==> src/rtl/sync_fifo_param.sv <==
// sync_fifo_param: single-clock parametrised FIFO.
// It reports the occupancy count, the full, empty, almost-full and
// almost-empty flags, and sticky overflow/underflow error flags.
// Optional feature macro: SYNC_FIFO_FWFT_EN.
//   - Undefined: registered read with 1-cycle latency.
//   - Defined: first-word-fall-through. The head word is shown combinationally.
module sync_fifo_param #(
    parameter int DATA_W    = 8,
    parameter int DEPTH     = 8,
    parameter int AFULL_TH  = 6,
    parameter int AEMPTY_TH = 2
) (
    input  logic                      i_clk,
    input  logic                      i_reset_n,
    input  logic                      i_wr,
    input  logic [DATA_W-1:0]         i_wdata_in,
    input  logic                      i_rd,
    input  logic                      i_clr_err,
    output logic [DATA_W-1:0]         o_rdata_out,
    output logic                      o_rvalid,
    output logic                      o_wfull,
    output logic                      o_rempty,
    output logic                      o_afull,
    output logic                      o_aempty,
    output logic [$clog2(DEPTH):0]    o_count,
    output logic                      o_overflow,
    output logic                      o_underflow
);
    localparam int ADDR_W = $clog2(DEPTH);
    localparam logic [ADDR_W:0] C_DEPTH  = (ADDR_W+1)'(DEPTH);
    localparam logic [ADDR_W:0] C_AFULL  = (ADDR_W+1)'(AFULL_TH);
    localparam logic [ADDR_W:0] C_AEMPTY = (ADDR_W+1)'(AEMPTY_TH);

    logic [DATA_W-1:0] r_mem [DEPTH];
    logic [ADDR_W:0]   r_wptr, r_rptr, r_count, w_count_nxt;
    logic              r_overflow, r_underflow;
    logic              w_full, w_empty, w_wr_ok, w_rd_ok;

    // The flags decode only the registered count. They never decode the
    // requests, so acceptance is judged on the state at the start of the cycle.
    assign w_full   = (r_count == C_DEPTH);
    assign w_empty  = (r_count == '0);
    assign w_wr_ok  = i_wr && !w_full;
    assign w_rd_ok  = i_rd && !w_empty;

    assign o_wfull     = w_full;
    assign o_rempty    = w_empty;
    assign o_afull     = (r_count >= C_AFULL);
    assign o_aempty    = (r_count <= C_AEMPTY);
    assign o_count     = r_count;
    assign o_overflow  = r_overflow;
    assign o_underflow = r_underflow;

    // Storage write. The array has no reset because its contents are
    // don't-care until written.
    always_ff @(posedge i_clk) begin
        if (w_wr_ok) r_mem[r_wptr[ADDR_W-1:0]] <= i_wdata_in;
    end

    // Next occupancy. A simultaneous accepted push and pop cancel out.
    always_comb begin
        w_count_nxt = r_count;
        if (w_wr_ok && !w_rd_ok)      w_count_nxt = r_count + 1'b1;
        else if (w_rd_ok && !w_wr_ok) w_count_nxt = r_count - 1'b1;
    end

    // Pointers and count. Each pointer has an extra MSB as the wrap bit and
    // wraps modulo 2*DEPTH.
    always_ff @(posedge i_clk or negedge i_reset_n) begin
        if (!i_reset_n) begin
            r_wptr  <= '0;
            r_rptr  <= '0;
            r_count <= '0;
        end else begin
            if (w_wr_ok) r_wptr <= r_wptr + 1'b1;
            if (w_rd_ok) r_rptr <= r_rptr + 1'b1;
            r_count <= w_count_nxt;
        end
    end

    // Sticky error flags. If a set and a clear occur in the same cycle,
    // the set wins.
    always_ff @(posedge i_clk or negedge i_reset_n) begin
        if (!i_reset_n) begin
            r_overflow  <= 1'b0;
            r_underflow <= 1'b0;
        end else begin
            if (i_wr && w_full)  r_overflow <= 1'b1;
            else if (i_clr_err)  r_overflow <= 1'b0;
            if (i_rd && w_empty) r_underflow <= 1'b1;
            else if (i_clr_err)  r_underflow <= 1'b0;
        end
    end

`ifdef SYNC_FIFO_FWFT_EN
    // The head word is visible whenever the FIFO is not empty.
    // A write into an empty FIFO shows up after the count updates.
    assign o_rdata_out = r_mem[r_rptr[ADDR_W-1:0]];
    assign o_rvalid    = !w_empty;
`else
    logic [DATA_W-1:0] r_rdata;
    logic              r_rvalid;

    // Registered read. The strobe pulses for one cycle per accepted pop.
    // The data holds its last value until the next pop.
    always_ff @(posedge i_clk or negedge i_reset_n) begin
        if (!i_reset_n) begin
            r_rdata  <= '0;
            r_rvalid <= 1'b0;
        end else begin
            r_rvalid <= w_rd_ok;
            if (w_rd_ok) r_rdata <= r_mem[r_rptr[ADDR_W-1:0]];
        end
    end

    assign o_rdata_out = r_rdata;
    assign o_rvalid    = r_rvalid;
`endif

endmodule

==> config.mk <==
export PLATFORM = sky130hd
export DESIGN_NAME = sync_fifo_param
export DESIGN_NICKNAME = d
export VERILOG_FILES = /design/src/rtl/sync_fifo_param.sv
export SDC_FILE = /design/constraint.sdc
export NUM_CORES = 1
export LEC_CHECK = 0
export BUFFER_PORTS_ARGS = -buffer_cell sky130_fd_sc_hd__buf_4
export CORE_MARGIN = 3
export CORE_UTILIZATION = 55
export CTS_BUF_LIST = sky130_fd_sc_hd__clkbuf_8
export DETAILED_ROUTE_END_ITERATION = 6
export GPL_ROUTABILITY_DRIVEN = 1
export HOLD_SLACK_MARGIN = 0.15
export PLACE_DENSITY = 0.79
export SLEW_MARGIN = 10
export SYNTH_ARGS = -nofsm -noshare
export SYNTH_HDL_FRONTEND = slang
export SYNTH_SLANG_ARGS = --single-unit
==> constraint.sdc <==
create_clock -name i_clk -period 2.6 [get_ports i_clk]
set_input_delay 0.52 -clock i_clk [delete_from_list [all_inputs] [get_ports i_clk]]
set_output_delay 0.52 -clock i_clk [all_outputs]
set_load 0.02 [all_outputs]
# After elaboration in Yosys (flattened, before gate mapping)
# Memories as Yosys holds them, arrays and structs flattened. A register that Yosys moved wholly into a read port is not among the register bits.
# Cells that the tools add are included.
op_classes:
  order_cmp: 2
  n_addsub: 4
  mux: 7
  n_eq_ne: 1
  reduce_logical: 15
ops:
  columns: ["cell", "count"]
  rows:
  - ["adder 4 x 1 -> 4 bit, second input constant", 3]
  - ["2-to-1 mux 4 bit", 2]
  - ["logical AND 1 bit", 6]
  - ["nonzero test 2 bit", 3]
  - ["zero test 1 bit", 5]
  - ["2-to-1 mux 1 bit", 5]
  - ["equality test 4 bit, second input constant", 1]
  - ["greater-or-equal comparator 4 x 3 -> 1 bit, second input constant", 1]
  - ["less-or-equal comparator 4 x 2 -> 1 bit, second input constant", 1]
  - ["zero test 4 bit", 1]
  - ["subtractor 4 x 1 -> 4 bit, second input constant", 1]
totals:
  mem_bits_rw: 64
  ff_bits: 15
  mem_count: 1
  wordCells: 36
mem_list:
  columns: ["memory", "depth", "width", "rd", "rd_ports_with_merged_regs", "wr", "line", "source"]
  rows:
  - ["r_mem", 8, 8, 1, 1, 1, "34", "logic [DATA_W-1:0] r_mem [DEPTH];"]

# Longest topological paths before layout
# Gate-level depths: netlist (run 1).
depth:
  word_depth: 7
  mapped_depth: 11
  ltp_nobuf: 10

# Worst setup path before layout (run 1)
# OpenSTA, ideal clock, no wires.
synth_path:
  path_kind: "register -> register"
  startpoint: "reg r_count[0] (netlist: o_count[0])"
  endpoint: "reg r_count[3] (netlist: o_count[3])"
  arrival_ns: 2.669
  n_path_buf: 1
  setup_time_ns: 0.136
  path_stages_with_launch: 10
  setup_slack_ns: -0.205
  synth_period_minus_slack_ns: 2.805
  required_time_ns: 2.464
  cell_sequence: "dfrtp_1 > nor4_4 > nand2b_1 > buf_2 > ha_1 > inv_1 > ha_1 > a21o_1 > a2111oi_0 > o31ai_1"
synth_between:
  elab_chain_len: 6
  elab_cells_between_ends: 15
  classes_between: "add/sub: 2; eq/ne: 1; mux: 2; reduce/logical: 10"
synth_rtl:
  columns: ["element", "line", "source"]
  rows:
  - ["start, declared", "35", "logic [ADDR_W:0] r_wptr, r_rptr, r_count, w_count_nxt;"]
  - ["start signal, assigned", "77", "r_count <= w_count_nxt;"]
  - ["zero test 4 bit *", "42", "assign w_empty = (r_count == '0);"]
  - ["named net o_rempty", "22", "output logic o_rempty,"]
  - ["zero test 1 bit *", "44", "assign w_rd_ok = i_rd && !w_empty;"]
  - ["logical AND 1 bit *", "44", null]
  - ["zero test 1 bit", "63", "if (w_wr_ok && !w_rd_ok) w_count_nxt = r_count + 1'b1;"]
  - ["logical AND 1 bit", "63", null]
  - ["2-to-1 mux 4 bit or nonzero test 2 bit (tied branches)", null, null]
# Mark *: on every way through the listed nets, which the timed path passes. The rest lies on a longest branch. The select of a mux whose other input is x is not followed.
# A chain may end at the register's enable or synchronous reset.

# Final worst setup path (run 1)
layout_path:
  startpoint: "reg r_count[2] (netlist: o_count[2])"
  endpoint: "reg r_count[3] (netlist: o_count[3])"
layout_between:
  elab_chain_len: 6
  elab_cells_between_ends: 15
  classes_between: "add/sub: 2; eq/ne: 1; mux: 2; reduce/logical: 10"
layout_rtl:
  columns: ["element", "line", "source"]
  rows:
  - ["equality test 4 bit *", "41", "assign w_full = (r_count == C_DEPTH);"]
  - ["zero test 1 bit *", "43", "assign w_wr_ok = i_wr && !w_full;"]
  - ["logical AND 1 bit *", "43", null]
  - ["named net w_wr_ok", "37", "logic w_full, w_empty, w_wr_ok, w_rd_ok;"]
  - ["zero test 1 bit", "64", "else if (w_rd_ok && !w_wr_ok) w_count_nxt = r_count - 1'b1;"]
  - ["logical AND 1 bit", "64", null]
  - ["nonzero test 2 bit (no line)", null, null]
# Marks and branches as above.

==> reports/qor.csv, run 1 <==
stage,metric,value,unit
route,total number of vias,1989,
power,Worst VDD drop,1.01,mV
setup_path,crit path capture type,flop,
setup_path,R2R depth,10,
global_routing,gr usage total,19.8,%
global_routing,initial antenna violation count,0,
power,Total Power,4.85,mW
logic_synthesis,post-synthesis sequential area ratio,69.3,%
clock_tree,TritonCTS clock tree,yes,
clock_tree,"Clk Latency, worst-skew pair",360,ps
min_path,worst min-delay path class,in -> reg,
status,outcome,"complete, no violations",
run,max_cap viols,0,
clock_tree,Worst-path clk slew,90,ps
setup_path,Setup crit start kind,flop,
clock_tree,post-CTS sizing,0,
route,WL/cell,19.2,um
route,Routed met1 length,2.77,mm
logic_synthesis,syn avg cell area,15.8,um2
cells_and_area,fin cells,345,
logic_synthesis,Syn Nets,243,
clock_tree,post-CTS setup buffer count,0,
clock_tree,hold_buf cts,1,
min_path,hold_sp,i_clr_err,
cells_and_area,most frequent cells in the layout,"edfxtp_1, buf_4, nand2_1",
timing,Layout Skew,9.47,ps
setup_path,FF-to-FF End,o_count[3],
clock_tree,Max H-tree Level,3,
setup_path,critical path required time,2840,ps
clock_tree,CTS Buffer Depth,2,
placement,Final GP Congestion,0.761,
clock_tree,Num CTS Buffers,9,
timing,Worst slew margin,33.2,%
logic_synthesis,Netlist cell types,34,
global_routing,GRT overflow,0,
timing,Final Cycle Share,93.3,%
floorplanning,die width,86.1,um
logic_synthesis,register bit count reported by yosys,85,
logic_synthesis,Ys Warns,0,
placement,Inst Count DP,328,
setup_path,reg2reg setup slack,170,ps
timing,# setup viols final,0,
min_path,Worst Hold Path EP,o_underflow,
floorplanning,Die Y,86.1,um
placement,post-detail-place hpwl,4.14,mm
setup_path,Setup CP Type,reg -> reg,
cells_and_area,fin area,4100,um2
placement,Post-Place Worst Slack,204,ps
cells_and_area,Layout area overhead,16.0,%
timing,Highest Clock Rate,412,MHz
route,met2 wire len,3.16,mm
clock_tree,root buf cell,clkbuf_8,
cells_and_area,"most common cell after layout, fill and taps aside",edfxtp_1,
min_path,Hold Path Stages,2,
setup_path,Worst R2R Start,o_count[2],
timing,Setup TNS Final,0,ps
timing,unrepaired setup endpoints after global routing,false,
route,Initial DRT Pass Iterations,4,
route,top layer in use,met4,
floorplanning,Initial Util,58.3,%
route,met3 routed wirelength,512,um
floorplanning,die area,7420,um2
floorplanning,Row Count,28,
placement,post-placement cell area,3860,um2
route,1st-iter DRT viols,194,
timing,Fin. Hold Viols,0,
timing,Worst Tran Pin Value,999,ps
floorplanning,I/O Pins,32,
logic_synthesis,cells after synthesis,224,
route,number of nets still failing antenna checks after routing,0,
route,Routed Wire Length,6.61,mm
clock_tree,clock sinks,85,
cells_and_area,final net count,284,
floorplanning,CORE AREA,6060,um2
route,DRC,0,
global_routing,vias in the first global route,1990,
global_routing,first-pass GRT wire length,10.4,mm
global_routing,largest net degree at the start of global routing,35,
timing,"Slew Viols, Final",0,
placement,# port buffers,31,
timing,crit path time final,2430,ps
setup_path,crit path max fanout,7,
power,Pleak,1.55,nW
cells_and_area,ant diodes,0,
logic_synthesis,Mapped Area,3530,um2
timing,setup ws final,175,ps
cells_and_area,share of cells above drive strength 1,31.9,%
setup_path,Worst Path Arrival,2660,ps
power,PwrDens,1180,nW/um2
route,DR vias/cell,5.77,
[cells in the mapped netlist, drive strengths merged]
| cell | n | share of area, % |
|---|---|---|
| a2111oi | 1 | 0.25 |
| a211oi | 1 | 0.21 |
| a21o | 2 | 0.42 |
| a21oi | 1 | 0.14 |
| a221o | 8 | 2.3 |
| buf | 8 | 2.6 |
| clkbuf | 2 | 0.21 |
| dfrtp | 21 | 15 |
| edfxtp | 64 | 54 |
| fa | 1 | 0.57 |
| ha | 5 | 1.8 |
| inv | 5 | 0.53 |
| mux2 | 17 | 5.4 |
| mux2i | 17 | 4.8 |
| nand2 | 24 | 2.7 |
| nand2b | 5 | 0.89 |
| nor2 | 4 | 0.42 |
| nor2b | 1 | 0.18 |
| nor3 | 7 | 0.99 |
| nor4 | 2 | 0.78 |
| nor4b | 1 | 0.67 |
| o21ai | 12 | 1.8 |
| o22ai | 8 | 1.4 |
| o31ai | 1 | 0.21 |
| xnor2 | 6 | 1.5 |
[worst max-delay path: stages, from the launching register on]
cell and delay, ps:
dfrtp_2 480, nor4b_4 330, nand2b_1 180, inv_2 70
ha_4 180, inv_2 90, ha_1 230, a21o_1 220
a21oi_1 200, mux2i_1 220, o31ai_1 90
[layer usage]
layer,GRT usage [%],vias to the layer above
li1,-,933
met1,25.8,978
met2,30.4,61
met3,4.90,17
met4,11.1,0
met5,0,-
[metrics by stage]
step / utilization [%] / hold WS [ps]
floorplan: - / 224
global placement: 63.8 / 418
detailed placement: 63.8 / 421
CTS: 67.6 / 342
global route: 67.6 / 362
finish: 67.6 / 356
[state kept, by name, indices dropped and copies added (netlist names)]
register / count
r_rptr: 3
o_count: 4
r_wptr: 3
o_underflow: 1
r_mem: 64
o_rdata_out: 8
o_rvalid: 1
o_overflow: 1
[worst max-delay path by stage]
stage	start	endpoint	slack [ps]	cells past startpoint
after floorplan	o_count[1]	o_count[3]	30	9
after CTS	o_count[2]	o_count[3]	170	10
after detailed placement	o_count[2]	o_count[3]	200	9
final	o_count[2]	o_count[3]	170	10
after global placement	o_count[2]	o_count[3]	290	10
after global routing	o_count[2]	o_count[3]	4	10
[cells by family after synthesis]
logic type / count (synthesis) / synth area share [%]
compound gates: 34 / 6.73
xor+xnor: 6 / 1.49
fa+ha+maj: 6 / 2.34
buf+inv: 15 / 3.29
flops: 85 / 69.3
mux: 34 / 10.2
simple gates: 44 / 6.62
[report_power, final]
group | total [mW] | leakage (nW) | internal, mW | switching, mW
Clock | 1.02 | 0.112 | 0.546 | 0.478
Sequential | 2.02 | 0.831 | 1.78 | 0.244
Combinational | 1.80 | 0.605 | 0.820 | 0.979
Total | 4.85 | 1.55 | 3.14 | 1.70
[cell type report]
class	count	area [um2]
flip-flops and latches	85	2450
clock inverters	7	97.6
inverters	5	18.8
repair buffers	40	315
multi-input cells	124	995
clock buffers	9	124
fillers	422	1960
well taps	75	93.8
Power figures use the tool's default switching activity.
==> run 2: changes to the inputs <==
--- a/config.mk
+++ b/config.mk
@@ -7,12 +7,13 @@
 export LEC_CHECK = 0
 export BUFFER_PORTS_ARGS = -buffer_cell sky130_fd_sc_hd__buf_4
 export CORE_MARGIN = 3
-export CORE_UTILIZATION = 55
+export CORE_UTILIZATION = 61
 export CTS_BUF_LIST = sky130_fd_sc_hd__clkbuf_8
 export DETAILED_ROUTE_END_ITERATION = 6
 export GPL_ROUTABILITY_DRIVEN = 1
 export HOLD_SLACK_MARGIN = 0.15
-export PLACE_DENSITY = 0.79
+export MAX_ROUTING_LAYER = met4
+export PLACE_DENSITY = 0.83
 export SLEW_MARGIN = 10
 export SYNTH_ARGS = -nofsm -noshare
 export SYNTH_HDL_FRONTEND = slang
==> constraint.sdc (replaced) <==
create_clock -name i_clk -period 2.7 [get_ports i_clk]
set_input_delay 0.54 -clock i_clk [delete_from_list [all_inputs] [get_ports i_clk]]
set_output_delay 0.54 -clock i_clk [all_outputs]
set_load 0.02 [all_outputs]
==> reports/qor.csv, run 2 (same netlist as run 1, synthesis figures left out) <==
stage,metric,value,unit,change
setup_path,critical path endpoint,o_count[3],,
cells_and_area,fin cells,348,,+0.87%
setup_path,"Slowest-stage cell, CP",dfrtp_2,,
global_routing,initial antenna violation count,0,,unchanged
timing,Worst slew margin,55.0,%,+22 points
setup_path,Worst Path Arrival,2780,ps,+120 ps
clock_tree,Worst-path clk slew,70,ps,-20 ps
floorplanning,CORE AREA,5540,um2,-8.6%
clock_tree,"Clk Latency, worst-skew pair",350,ps,about the same
status,outcome,"complete, no violations",,
power,Worst VDD drop,0.715,mV,-29%
timing,crit path time final,2570,ps,+146 ps
placement,post-detail-place hpwl,4.53,mm,+9.5%
floorplanning,I/O Pins,32,,unchanged
setup_path,crit path capture type,flop,,
cells_and_area,Largest register FFs,64,,unchanged
timing,Fin. Hold Viols,0,,unchanged
setup_path,reg2reg setup slack,130,ps,-50 ps
cells_and_area,most frequent cells in the layout,"edfxtp_1, buf_4, nand2_1",,
power,Total Power,4.54,mW,-6.3%
timing,Final Cycle Share,95.2,%,+2.0 points
global_routing,largest net degree at the start of global routing,35,,unchanged
setup_path,CP Launch Point,o_count[0],,
clock_tree,Max H-tree Level,3,,unchanged
setup_path,CP Cell Sequence,nor4b_4 -> nand2b_1 -> inv_2 -> ha_2 -> inv_1 -> ha_1 -> a21o_1 -> a2111oi_1 -> o31ai_1,,
min_path,worst min-delay path class,in -> reg,,
setup_path,R2R depth,9,,-1
timing,Worst Tran Pin Value,673,ps,-326 ps
timing,Layout Skew,10.9,ps,+1.41 ps
placement,Inst Count DP,330,,+0.61%
global_routing,gr usage total,22.0,%,+2.3 points
setup_path,crit path max fanout,7,,unchanged
cells_and_area,"most common cell after layout, fill and taps aside",edfxtp_1,,
setup_path,Setup CP Type,reg -> reg,,
global_routing,GRT overflow,0,,unchanged
route,Routed Wire Length,6.56,mm,-0.73%
placement,Final GP Congestion,0.785,,+3.2%
route,total number of vias,1997,,+0.40%
route,1st-iter DRT viols,152,,-22%
placement,Post-Place Worst Slack,183,ps,-20.2 ps
clock_tree,clock sinks,85,,unchanged
timing,setup ws final,128,ps,-46.5 ps
floorplanning,Row Count,27,,-3.6%
cells_and_area,final net count,290,,+2.1%
run,max_cap viols,0,,unchanged
timing,"Slew Viols, Final",0,,unchanged
setup_path,Worst R2R Start,o_count[0],,
floorplanning,die width,82.1,um,-4.7%
timing,Hold WS,395,ps,+39.0 ps
clock_tree,post-CTS sizing,0,,unchanged
floorplanning,die area,6740,um2,-9.2%
timing,Highest Clock Rate,389,MHz,-5.7%
cells_and_area,fill cell count,348,,-18%
clock_tree,CTS Buffer Depth,2,,unchanged
clock_tree,TritonCTS clock tree,yes,,
route,DRC,0,,unchanged
power,PwrDens,1110,nW/um2,-6.1%
route,DR vias/cell,5.74,,-0.46%
route,Initial DRT Pass Iterations,4,,unchanged
clock_tree,Num CTS Buffers,9,,unchanged
clock_tree,root buf cell,clkbuf_8,,
timing,# setup viols final,0,,unchanged
route,WL/cell,18.9,um,-1.6%
setup_path,critical path required time,2910,ps,+70 ps
global_routing,first-pass GRT wire length,10.1,mm,-2.7%
setup_path,FF-to-FF End,o_count[3],,
setup_path,CP max stage delay,500,ps,+20 ps
setup_path,Setup crit start kind,flop,,
floorplanning,Initial Util,63.8,%,+5.5 points
placement,# port buffers,31,,unchanged
power,Pleak,1.57,nW,+1.6%
cells_and_area,Layout area overhead,15.7,%,
cells_and_area,share of cells above drive strength 1,32.2,%,+0.39 points
floorplanning,Die Y,82.1,um,-4.7%
cells_and_area,ant diodes,0,,unchanged
route,number of nets still failing antenna checks after routing,0,,unchanged
global_routing,vias in the first global route,2015,,+1.3%
-- run 2: how the worst min path moves through the flow --
stage,start,end,cells past startpoint
floorplan,i_reset_n,o_count[0],0
global placement,i_reset_n,o_count[0],1
detailed placement,i_reset_n,r_wptr[0],1
CTS,i_clr_err,o_overflow,2
global route,i_clr_err,o_overflow,2
finish,i_clr_err,o_overflow,2
-- run 2: layout make-up --
| type | count | area, um2 | share of cell area, % |
|---|---|---|---|
| clock buffer | 10 | 138 | 3.37 |
| tap | 72 | 90.1 | 2.20 |
| inverter | 5 | 18.8 | 0.459 |
| sequential | 85 | 2450 | 60.0 |
| clock inverter | 6 | 61.3 | 1.50 |
| timing repair buffer | 46 | 348 | 8.51 |
| multi-input combinational | 124 | 980 | 24.0 |
-- run 2: worst max-delay path, delay by kind of cell, from the launching register on --
family / cells / cell delay (ps)
AOI/OAI and AO/OA: 3 / 750
and+or+nand+nor: 2 / 510
buffers and inverters: 2 / 220
adders and majority gates: 2 / 470
DFF: 1 / 500
-- run 2: power breakdown --
part / internal [mW] / switching, mW
clock: 0.454 / 0.432
sequential: 1.71 / 0.234
combinational: 0.776 / 0.933
total: 2.94 / 1.60
-- run 2: stage by stage --
step	area, um2	util (%)	setup TNS [ps]
finish	4090	73.8	0
global route	4090	73.8	-9.83
CTS	4080	73.6	0
detailed placement	3870	69.9	0
global placement	3870	69.9	0
floorplan	3550	-	0
-- run 2: timing repair --
action,in CTS,in global routing
hold endpoints to repair,21,0
endpoints found under the setup margin,0,1
setup buffers,0,1
hold buffers,1,0
-- run 2: layer usage --
layer | up-vias | routed length [um] | GRT usage [%] | share of wire [%]
li1 | 945 | - | - | -
met5 | - | 0 | - | 0
met4 | 0 | 52 | 8.31 | 0.79
met3 | 7 | 466 | 4.88 | 7.1
met2 | 69 | 3410 | 37.2 | 52
met1 | 976 | 2630 | 26.0 | 40
